### src/rtl/regbank_fwd_unit.sv
// Register file with a four-slot destination scoreboard and operand forwarding-select logic.
// It sits between decode and the ALU and raises stall on load-use, or on any hazard when forwarding is off.
module regbank_fwd_unit #(
  parameter int DATA_W   = 16,
  parameter int ADDR_W   = 5,
  parameter int ZERO_REG = 1,
  parameter int FWD_EN   = 1
) (
  input  logic              i_clk,
  input  logic              i_reset,
  input  logic              i_issue_valid,
  input  logic [ADDR_W-1:0] i_ra,
  input  logic [ADDR_W-1:0] i_rb,
  input  logic [ADDR_W-1:0] i_rw,
  input  logic              i_wr_en,
  input  logic              i_is_load,
  input  logic              i_imm_sel,
  input  logic [DATA_W-1:0] i_imm,
  input  logic [DATA_W-1:0] i_ans_ex,
  input  logic [DATA_W-1:0] i_ans_dm,
  input  logic [DATA_W-1:0] i_ans_wb,
  output logic              o_stall,
  output logic [DATA_W-1:0] o_a_out,
  output logic [DATA_W-1:0] o_b_out,
  output logic [1:0]        o_fwd_sel_a,
  output logic [1:0]        o_fwd_sel_b
);

  localparam int NUM_REGS = 2 ** ADDR_W;

  typedef struct packed {
    logic              vld;
    logic              load;
    logic [ADDR_W-1:0] rd;
  } head_slot_t;

  typedef struct packed {
    logic              vld;
    logic [ADDR_W-1:0] rd;
  } slot_t;

  // Handshake: an issue is taken when i_issue_valid && !o_stall; decode holds its inputs while stalled.
  head_slot_t        r_s1;
  slot_t             r_s2, r_s3, r_s4;
  logic [DATA_W-1:0] r_rf [NUM_REGS];
  logic [1:0]        r_sel_a, r_sel_b;
  logic [DATA_W-1:0] r_val_a, r_val_b;

  logic              w_m1_a, w_m2_a, w_m3_a;
  logic              w_m1_b, w_m2_b, w_m3_b;
  logic              w_haz_a, w_haz_b;
  logic              w_accept;
  logic [1:0]        w_sel_a, w_sel_b;
  logic [DATA_W-1:0] w_rd_a, w_rd_b, w_val_b;

  function automatic logic f_match(input logic [ADDR_W-1:0] r, input logic vld,
                                   input logic [ADDR_W-1:0] rd);
    f_match = vld && (rd == r) && !((ZERO_REG != 0) && (r == '0));
  endfunction

  // Youngest producer wins: S1 (EX) over S2 (DM) over S3 (WB).
  function automatic logic [1:0] f_sel(input logic m1, input logic m2, input logic m3);
    if (FWD_EN == 0) f_sel = 2'b00;
    else if (m1)     f_sel = 2'b01;
    else if (m2)     f_sel = 2'b10;
    else if (m3)     f_sel = 2'b11;
    else             f_sel = 2'b00;
  endfunction

  function automatic logic f_haz(input logic m1, input logic m2, input logic m3, input logic ld);
    if (FWD_EN != 0) f_haz = m1 && ld;
    else             f_haz = m1 || m2 || m3;
  endfunction

  function automatic logic [DATA_W-1:0] f_mux(input logic [1:0] sel, input logic [DATA_W-1:0] val,
                                              input logic [DATA_W-1:0] ex, input logic [DATA_W-1:0] dm,
                                              input logic [DATA_W-1:0] wb);
    case (sel)
      2'b01:   f_mux = ex;
      2'b10:   f_mux = dm;
      2'b11:   f_mux = wb;
      default: f_mux = val;
    endcase
  endfunction

  assign w_m1_a = f_match(i_ra, r_s1.vld, r_s1.rd);
  assign w_m2_a = f_match(i_ra, r_s2.vld, r_s2.rd);
  assign w_m3_a = f_match(i_ra, r_s3.vld, r_s3.rd);
  assign w_m1_b = f_match(i_rb, r_s1.vld, r_s1.rd);
  assign w_m2_b = f_match(i_rb, r_s2.vld, r_s2.rd);
  assign w_m3_b = f_match(i_rb, r_s3.vld, r_s3.rd);

  assign w_haz_a  = f_haz(w_m1_a, w_m2_a, w_m3_a, r_s1.load);
  assign w_haz_b  = !i_imm_sel && f_haz(w_m1_b, w_m2_b, w_m3_b, r_s1.load);
  assign o_stall  = i_issue_valid && (w_haz_a || w_haz_b);
  assign w_accept = i_issue_valid && !o_stall;

  assign w_sel_a = f_sel(w_m1_a, w_m2_a, w_m3_a);
  assign w_sel_b = i_imm_sel ? 2'b00 : f_sel(w_m1_b, w_m2_b, w_m3_b);

  // Write-through: a register retiring from S4 this cycle is read as i_ans_wb.
  assign w_rd_a = ((ZERO_REG != 0) && (i_ra == '0)) ? '0 :
                  (r_s4.vld && (r_s4.rd == i_ra)) ? i_ans_wb : r_rf[i_ra];
  assign w_rd_b = ((ZERO_REG != 0) && (i_rb == '0)) ? '0 :
                  (r_s4.vld && (r_s4.rd == i_rb)) ? i_ans_wb : r_rf[i_rb];
  assign w_val_b = i_imm_sel ? i_imm : w_rd_b;

  always_ff @(posedge i_clk) begin
    if (i_reset) begin
      r_s1    <= '0;
      r_s2    <= '0;
      r_s3    <= '0;
      r_s4    <= '0;
      r_sel_a <= 2'b00;
      r_sel_b <= 2'b00;
      r_val_a <= '0;
      r_val_b <= '0;
      for (int i = 0; i < NUM_REGS; i++) r_rf[i] <= '0;
    end else begin
      if (r_s4.vld) r_rf[r_s4.rd] <= i_ans_wb;
      r_s1.vld  <= w_accept && i_wr_en && !((ZERO_REG != 0) && (i_rw == '0));
      r_s1.load <= i_is_load;
      r_s1.rd   <= i_rw;
      r_s2      <= '{vld: r_s1.vld, rd: r_s1.rd};
      r_s3      <= r_s2;
      r_s4      <= r_s3;
      if (w_accept) begin
        r_sel_a <= w_sel_a;
        r_sel_b <= w_sel_b;
        r_val_a <= w_rd_a;
        r_val_b <= w_val_b;
      end
    end
  end

  assign o_fwd_sel_a = r_sel_a;
  assign o_fwd_sel_b = r_sel_b;
  assign o_a_out     = f_mux(r_sel_a, r_val_a, i_ans_ex, i_ans_dm, i_ans_wb);
  assign o_b_out     = f_mux(r_sel_b, r_val_b, i_ans_ex, i_ans_dm, i_ans_wb);

endmodule

### config.mk
export PLATFORM = sky130hd
export DESIGN_NAME = regbank_fwd_unit
export DESIGN_NICKNAME = d
export VERILOG_FILES = /design/src/rtl/regbank_fwd_unit.sv
export SDC_FILE = /design/constraint.sdc
export NUM_CORES = 1
export LEC_CHECK = 0
export CAP_MARGIN = 20
export CORE_UTILIZATION = 35
export DETAILED_ROUTE_END_ITERATION = 16
export SKIP_LAST_GASP = 1
export SLEW_MARGIN = 15
export SYNTH_ARGS = -nofsm -noshare
export SYNTH_HDL_FRONTEND = slang
export SYNTH_SLANG_ARGS = --single-unit
### constraint.sdc
create_clock -name i_clk -period 3.29 [get_ports i_clk]
set_input_delay 0.329 -clock i_clk [delete_from_list [all_inputs] [get_ports i_clk]]
set_output_delay 0.329 -clock i_clk [all_outputs]
set_load 0.05 [all_outputs]
# --- Word-level counts from Yosys, hierarchy flattened ---
# Memories as Yosys holds them, arrays and structs flattened.
# Index checks and enable logic that the tools add are counted.
classes:
  reduce_logical: 31
  mux: 22
  eq_ne: 14
op_table:
  columns: ["cell", "count"]
  rows:
  - ["$mux 16", 6]
  - ["$pmux 16 s3", 2]
  - ["$eq 5x5->1", 8]
  - ["$logic_and 1x1->1", 21]
  - ["$reduce_or 16->1", 1]
  - ["$logic_not 5->1", 3]
  - ["$mux 2", 7]
  - ["$eq 2x2->1 const B", 4]
  - ["$mux 1", 6]
  - ["$logic_not 1->1", 5]
  - ["$mux 5", 1]
  - ["$eq 2x1->1 const B", 2]
  - ["$logic_or 1x1->1", 1]
word_totals:
  output_inout_bits: 37
  ramBits: 512
  input_bits: 85
  regBits: 61
  n_memories: 1
memory_table:
  columns: ["memory", "words", "word_bits", "rd", "rd_ports_with_merged_regs", "write_ports", "line_no", "text"]
  rows:
  - ["r_rf", 32, 16, 2, 0, 32, "45", "logic [DATA_W-1:0] r_rf [NUM_REGS];"]

# --- Longest topological paths before layout ---
# Gate-level depths: netlist of run 1.
depth:
  depth_word: 11
  depth_mapped: 9

# --- Worst setup path after synthesis of run 1 ---
# Ideal clock, no wire load.
synth_timing:
  path_kind: "input to output"
  from: "in i_ra[1]"
  to: "out o_stall"
  required_time_ns: 2.961
  slack_ns: 0.576
  n_path_buf: 3
  stages: 8
  t_arrival_ns: 2.385
  cell_sequence: "buf_4 xnor2_1 nand2_1 or4_4 and2_1 buf_4 buf_2 nor2_1"
synth_via:
  elab_chain_cells: 6
  elab_cells_between_ends: 8
  cone_classes: "1 x eq/ne; 7 x reduce/logical"
synth_lines:
  columns: ["item", "line_no", "text"]
  rows:
  - ["from (decl)", "12", "input logic [ADDR_W-1:0] i_ra,"]
  - ["$eq 5x5->1 or $logic_not 5->1 (tied branches)", "58", "f_match = vld && (rd == r) && !((ZERO_REG != 0) && (r == '0));"]
  - ["$logic_and 1x1->1 or $logic_not 1->1 (tied branches)", "58", null]
  - ["$logic_and 1x1->1 *", "58", null]
  - ["$logic_and 1x1->1 *", "71", "if (FWD_EN != 0) f_haz = m1 && ld;"]
  - ["$logic_or 1x1->1 *", "95", "assign o_stall = i_issue_valid && (w_haz_a || w_haz_b);"]
  - ["$logic_and 1x1->1 *", "95", null]
  - ["to (decl)", "22", "output logic o_stall,"]
# Every way passes the cells marked *; elsewhere a longest branch is shown, timed or not.

# --- Worst setup path in the final report of run 1 ---
layout_timing:
  from: "reg r_s1[3] in the netlist's numbering"
  to: "out o_stall"
layout_via:
  elab_chain_cells: 7
  elab_cells_between_ends: 11
  cone_classes: "2 x eq/ne; 9 x reduce/logical"
layout_lines:
  columns: ["item", "line_no", "text"]
  rows:
  - ["from (decl)", "43", "head_slot_t r_s1;"]
  - ["$eq 5x5->1", "58", null]
  - ["$logic_and 1x1->1 (2 in a row)", "58", null]
  - ["$logic_and 1x1->1", "71", null]
  - ["$logic_and 1x1->1", "94", "assign w_haz_b = !i_imm_sel && f_haz(w_m1_b, w_m2_b, w_m3_b, r_s1.load);"]
  - ["$logic_or 1x1->1 *", "95", null]
  - ["$logic_and 1x1->1 *", "95", null]
# Marks and branches as above.

==> metrics.md, run 1 <==
| Metric | Value |
|---|---|
| Top cells by count, synth | edfxtp_1 (512), and2_1 (483), mux2i_1 (224), mux4_2 (191), clkbuf_1 (175) |
| Post-Syn Area per Cell | about 13 um^2 |
| Post-Syn Nets | about 2500 |
| Pre-antenna DRT Iters | 8 |
| CTS buffer count | 60 |
| Fillcell total | about 8400 |
| Top_reg_cell synth | edfxtp_1 |
| Nets | between 2000 and 3000 |
| I/O Buffers | around 120 |
| Synth unique cells | 53 |
| Number of synthesized flops with an enable pin | about 500 |
| Hold_buf cts | 0 |
| Die area | around 90000 um^2 |
| Synthesized area | between 30000 and 40000 um^2 |
| Mux contribution to synthesized area | 21.8% |
| Post-route ant nets | 0 |
| Root buffer cell | clkbuf_16 |
| Most common cell in the netlist | edfxtp_1 |
| Final wirelength | around 110000 um |
| Crit path kind | reg2out |
| CTS resizes | 0 |
| Critical-path maximum fanout | 4 |
| Global route overflow | 0 |
| Detailed Route Iter0 Violations | approximately 2900 |
| Worst slew pin tran | between 1 and 1.5 ns |
| Initial Utilization | between 30% and 40% |
| Die span in x | between 300 and 400 um |
| Critical path arrival | about 2.7 ns |
| Period Utilization, post-route | 90.8% |
| Leakage power | between 10 and 15 nW |
| Register Area | 16600 um^2 |
| Routed len/inst | roughly 30 um |
| Clk Latency, worst-skew pair | 0.65 ns |
| Largest net degree at the start of global routing | 60 |
| Final Core Density | about 41% |
| CTS max path bufs | 3 |
| Crit end category | output pin |
| Synth Area in Adders | 0% |
| Post-CTS Setup Inserts | 0 |
| Area grow syn2layout | 15.8% |
| Worst path required time | 2.96 ns |
| Num ports | roughly 120 |
| Hold Vio Cnt, Final | 0 |
| Fin area | approximately 37000 um^2 |
| Ys async rst share | 0% |
| Largest family of logic cells by synthesized area | multiplexers |
| Core Footprint | between 90000 and 100000 um^2 |
| Tmin final | 2.99 ns |
| Setup tns final | 0 ns |
| Rel. slew slack | 28.1% |
| Max-slew violations | 0 |
| RSZ-0062 raised after global routing | false |
| Clock skew | roughly 0.03 ns |
| Final GP Congestion | roughly 0.94 |
| Initial antenna violation count | 2 |
| Vias per cell | approximately 6.0 |
| #FFs+latches synth | roughly 570 |
| Sequential element share of the synthesized area | approximately 52% |
| Status | finished, final reports clean |
| Total track usage | approximately a quarter |
| Fmax | ~0.33 GHz |
| Top cells by area, synth | edfxtp_1 (48%), mux4_2 (14%), and2_1 (9.5%), mux2i_1 (7.0%), dfxtp_1 (3.8%) |
| Setup violators final | 0 |
| Vias | 22600 |
| First-pass GRT wire length | ~160000 um |
| CTS Sinks | between 500 and 600 |
| Hpwl dp | 77600 um |
| CP Launch Type | flip-flop |
| Ys Warns | 0 |
| Site Rows | 110 |
| Layout cell share with drive strength beyond 1 | between 20% and 30% |
| Final Non-Filler Cells | roughly 3700 |
| Pwr Total | roughly 17 mW |
| PwrDens | about 470 nW/um^2 |
| Max Cap Violations | 0 |
| H-tree depth | 2 |
| DRC | 0 |
| Simple-Gate Fraction of Synth Area | roughly 16% |
| Die height | 304 um |
| Largest area contributor in the netlist | edfxtp_1 |
| CTS tree | yes |
| Cells after DPL | 3633 |
| Synth Instances | between 2000 and 2500 |
| Worst VDD drop | 482 uV |
| Placed Area | 35000 um^2 |
| Post-synthesis compound-gate area fraction | under 10% |
| Min-delay worst type | in2reg |
| Multi-input logic area | around 14000 um^2 |
| Clock Pin Slew Worst Setup and Hold Paths | 0.06 ns |
| Synth Area in XOR/XNOR | under 10% |
| Vias in the first global route | 22157 |
| Top cell type's share of synthesized area | 48.3% |
## final cells by class
class / count / area share [%]
Antenna cell: 3 / 0.0204
Tap cell: 1176 / 3.99
Multi-Input combinational cell: 1615 / 38.3
Clock inverter: 30 / 0.666
Timing Repair Buffer: 264 / 7.45
Sequential cell: 573 / 45.0
Clock buffer: 81 / 4.44
Inverter: 5 / 0.0509
## registers in the layout, summed over array words and instances (netlist names)
register	flops
r_s2	6
r_s4	6
r_val_a	16
r_s3	6
r_val_b	16
r_s1	7
r_rf	512
o_fwd_sel_b	2
o_fwd_sel_a	2
## per-layer routing
metal	global-route usage, %	wire, um
met1	32.2	44100
met2	37.5	51000
met3	4.03	10700
met4	15.0	8100
met5	0	13
## where the power goes
part           internal, mW  switching [mW]
registers              8.10           0.156
logic                 0.876            1.35
clock network          3.71            2.97
total                  12.7            4.48
## cells in the final DEF, fill, tap and decap left out, types with 6 or more instances in the layout
master and count:
clkdlybuf4s50_1 82, clkinv_2 15, dfxtp_1 61, buf_12 44
nor4_1 19, o22ai_1 16, buf_4 130, a22oi_1 78
nor2b_1 25, nand3_1 20, xor2_1 15, or2_2 33
a221o_1 16, and2_1 482, nor2_1 41, mux2i_1 224
xnor2_1 25, clkbuf_16 62, nor3_1 52, nand2_1 121
nand4_1 37, a21boi_1 15, o31ai_1 16, clkinv_1 6
mux2_2 32, mux4_2 191, clkbuf_1 17, a221oi_1 32
edfxtp_1 512, a21oi_1 86
## stage by stage
step / setup WS [ns] / hold slack [ns]
4_1_cts: 0.302 / 0.118
3_5_place_dp: 0.228 / 0.478
2_1_floorplan: 0.576 / 0.431
3_3_place_gp: 0.234 / 0.483
6_report: 0.303 / 0.134
5_1_grt: 0.183 / 0.160
## path summary, 6_finish.rpt
path / startpoint / slack (ns) / end / depth (start not counted)
max: r_s1[3]$_SDFF_PP0_ / 0.30 / o_stall / 6
min: i_reset / 0.13 / r_s2[5]$_SDFF_PP0_ / 2
max reg2reg: r_s4[4]$_SDFF_PP0_ / 0.67 / r_val_b[13]$_SDFFE_PP0P_ / 6
min reg2reg: r_s2[5]$_SDFF_PP0_ / 0.49 / r_s3[5]$_SDFF_PP0_ / 1
## critical path, cell delays in order, from the launching register on
cell	delay, ns
dfxtp_1	0.44
xor2_1	0.10
nor4_1	0.37
nand4_1	0.29
and2_1	0.24
nor2_1	0.37
buf_12	0.20
## kinds of logic after synthesis
family,after synthesis
buffers and inverters,254
muxes,448
and+or+nand+nor,860
AOI/OAI and AO/OA,267
xor gates and xnor gates,40
DFF,573
Power figures use the tool's default switching activity.
==> run 2: changes to the inputs <==
Settings changed: CORE_ASPECT_RATIO set to 1.75, CORE_MARGIN set to 2, CORE_UTILIZATION 35 to 62, PLACE_DENSITY set to 0.81.
==> run 2 against run 1 <==
Register-to-register slack got worse by 0.10 ns. Via count fell by 0.86%. Largest power group unchanged. Utilization rose by 29 points. Sequential power barely moved. Critical path depth did not move. Global-route usage rose by 11 points. Clock skew fell by 0.015 ns. Final cell count fell by 15%. Worst hold slack improved by 0.17 ns.
==> metrics.md, run 2 (synthesis gave the netlist of run 1 again) <==
| Metric | Value |
|---|---|
| Hold_buf cts | 0 (unchanged) |
| Vias per cell | 7.05 (+17%) |
| Most frequent cells in the layout | edfxtp_1 (512), and2_1 (482), mux2i_1 (224) |
| Setup tns final | 0 ns (unchanged) |
| Rel. slew slack | 32.7% (+4.6 points) |
| Clk Latency, worst-skew pair | 0.59 ns (-0.06 ns) |
| Leading cell type in the layout, fill and taps excluded | edfxtp_1 |
| Status | finished, final reports clean |
| Reg power frac | 50.3% (+2.2 points) |
| Worst hold start | i_is_load |
| Hold Vio Cnt, Final | 0 (unchanged) |
| CTS buffer count | 50 (-17%) |
| Max-slew violations | 0 (unchanged) |
| RSZ-0062 raised after global routing | false |
| Crit path cell chain | xor2_1 > nor4_1 > nand4_1 > and2_1 > nor2_1 > buf_12 |
| Fin area | 35400 um^2 (-4.0%) |
| Hpwl dp | 66900 um (-14%) |
| Final wirelength | 95200 um (-16%) |
| Critical-path maximum fanout | 8 (+4) |
| Fmax | 0.322 GHz (-3.9%) |
| Die height | 304 um (about the same) |
| Total track usage | 35.6% (+11 points) |
| Crit end category | output pin |
| Worst slew pin tran | 1.01 ns (-0.0683 ns) |
| H-tree depth | 2 (unchanged) |
| Crit path kind | reg2out |
| Worst hold endpoint | r_s1[5]$_SDFF_PP0_ |
| Detailed Route Iter0 Violations | 2800 (-2.8%) |
| Max Cap Violations | 0 (unchanged) |
| Site Rows | 109 (-0.91%) |
| Die span in x | 175 um (-42%) |
| PwrDens | 464 nW/um^2 (-0.53%) |
| Final Core Density | 69.9% (+29 points) |
| Final hold slack | 0.305 ns (+0.171 ns) |
| Pre-antenna DRT Iters | 10 (+2) |
| CTS max path bufs | 3 (unchanged) |
| Post-route ant nets | 0 (unchanged) |
| Min-delay worst type | in2reg |
| Worst path required time | 2.96 ns (about the same) |
| Post-CTS Setup Inserts | 0 (unchanged) |
| Final Non-Filler Cells | 3178 (-15%) |
| Reg-to-reg slack, setup | 0.57 ns (-0.10 ns) |
| Worst path slowest cell | nor4_1 |
| Initial antenna violation count | 3 (+1) |
| Largest net degree at the start of global routing | 68 (+13%) |
| Pint | 12.3 mW (-3.1%) |
| Area grow syn2layout | 11.2% |
| Layout cell share with drive strength beyond 1 | 19.5% (-1.6 points) |
| CTS resizes | 0 (unchanged) |
| Core Footprint | 50600 um^2 (-44%) |
| Sw frac | 24.9% (-1.1 points) |
| Initial Utilization | 62.9% (+28 points) |
| Fillcell total | 3406 (-59%) |
| CP startpoint | r_s1[3]$_SDFF_PP0_ |
| Clock skew | 0.0140 ns (-0.0154 ns) |
| Setup violators final | 0 (unchanged) |
| Nets | 2556 (-1.8%) |
| Combinational Power Share | 11.7% (-1.2 points) |
| DRC | 0 (unchanged) |
| Clock Power Share | 38.0% (-0.9 points) |
| Vias | 22406 (-0.86%) |
| First-pass GRT wire length | 140000 um (-13%) |
| R2R Path End | r_rf[7][1]$_SDFFCE_PN0P_ |
| Period Utilization, post-route | 94.4% (+3.6 points) |
| Leakage power | 13.2 nW (-2.9%) |
| Cells after DPL | 3085 (-15%) |
| Placed Area | 33700 um^2 (-3.7%) |
| I/O Buffers | 121 (unchanged) |
| Worst VDD drop | 395 uV (-18%) |
| Crit path largest cell delay | 0.41 ns (-0.03 ns) |
| Global route overflow | 0 (unchanged) |
| Die area | 53200 um^2 (-42%) |
| CP Launch Type | flip-flop |
| Num ports | 122 (unchanged) |
| Tmin final | 3.11 ns (+0.120 ns) |
| Root buffer cell | clkbuf_16 |
| Vias in the first global route | 22873 (+3.2%) |
| Worst-case reg-to-reg path depth | 3 (-3) |
| CTS tree | yes |
| Final GP Congestion | 0.943 (+0.48%) |
| Critical path arrival | 2.78 ns (+0.12 ns) |
| Routed len/inst | 30.0 um (-1.5%) |
| Max reg flops | 512 (unchanged) |
| Clock Pin Slew Worst Setup and Hold Paths | 0.06 ns (about the same) |
| Hold depth | 2 (unchanged) |
| Largest regs | r_rf x512, r_val_a x16, r_val_b x16 |
| Reg2reg start | r_s4[2]$_SDFF_PP0_ |
| Top reg by flops | r_rf |
| Switch Pwr | 4.09 mW (-8.6%) |
| CTS Sinks | 573 (unchanged) |
-- run 2: area by class of cell --
type	instances	area [um^2]	share of cell area, %
clock buffers	60	1350	3.82
clock inverters	32	353	0.998
inverters	5	18.8	0.0531
diodes	1	2.50	0.00707
flip-flops and latches	573	16600	46.9
well taps	666	833	2.36
multi-input cells	1615	14100	39.9
repair buffers	226	2090	5.91
-- run 2: worst max path at each step --
| stage | endpoint | depth (start not counted) |
|---|---|---|
| floorplan | o_stall | 8 |
| CTS | o_stall | 6 |
| finish | o_stall | 6 |
| detailed placement | o_stall | 7 |
| global placement | o_stall | 7 |
| global route | o_stall | 6 |
-- run 2: critical path: cells and delay by family (launching register included) --
family	cells	cell delay, ns
XOR/XNOR	1	0.16
buffers and inverters	1	0.20
flip-flops	1	0.35
AND/OR/NAND/NOR	4	1.48
-- run 2: power groups by stage --
stage | sequential [mW] | combinational, mW | clock (mW)
floorplan | 8.32 | 1.26 | 0
CTS | 8.24 | 1.89 | 6.20
detailed placement | 8.39 | 1.87 | 0
finish | 8.25 | 1.92 | 6.23
global placement | 8.37 | 1.84 | 0
global route | 8.25 | 2.00 | 6.46
-- run 2: routing by layer --
layer | GRT usage, % | wire length (um) | vias up
met5 | 0 | 22 | -
met4 | 26.4 | 8130 | 4
met3 | 5.48 | 8300 | 508
met2 | 61.7 | 48900 | 1582
met1 | 39.1 | 29900 | 11026
li1 | - | - | 9286
-- run 2: stage by stage --
step,setup slack (ns),total power [mW]
CTS,0.214,16.3
floorplan,0.576,9.58
finish,0.183,16.4
global placement,0.389,10.2
detailed placement,0.354,10.3
global route,0.107,16.7
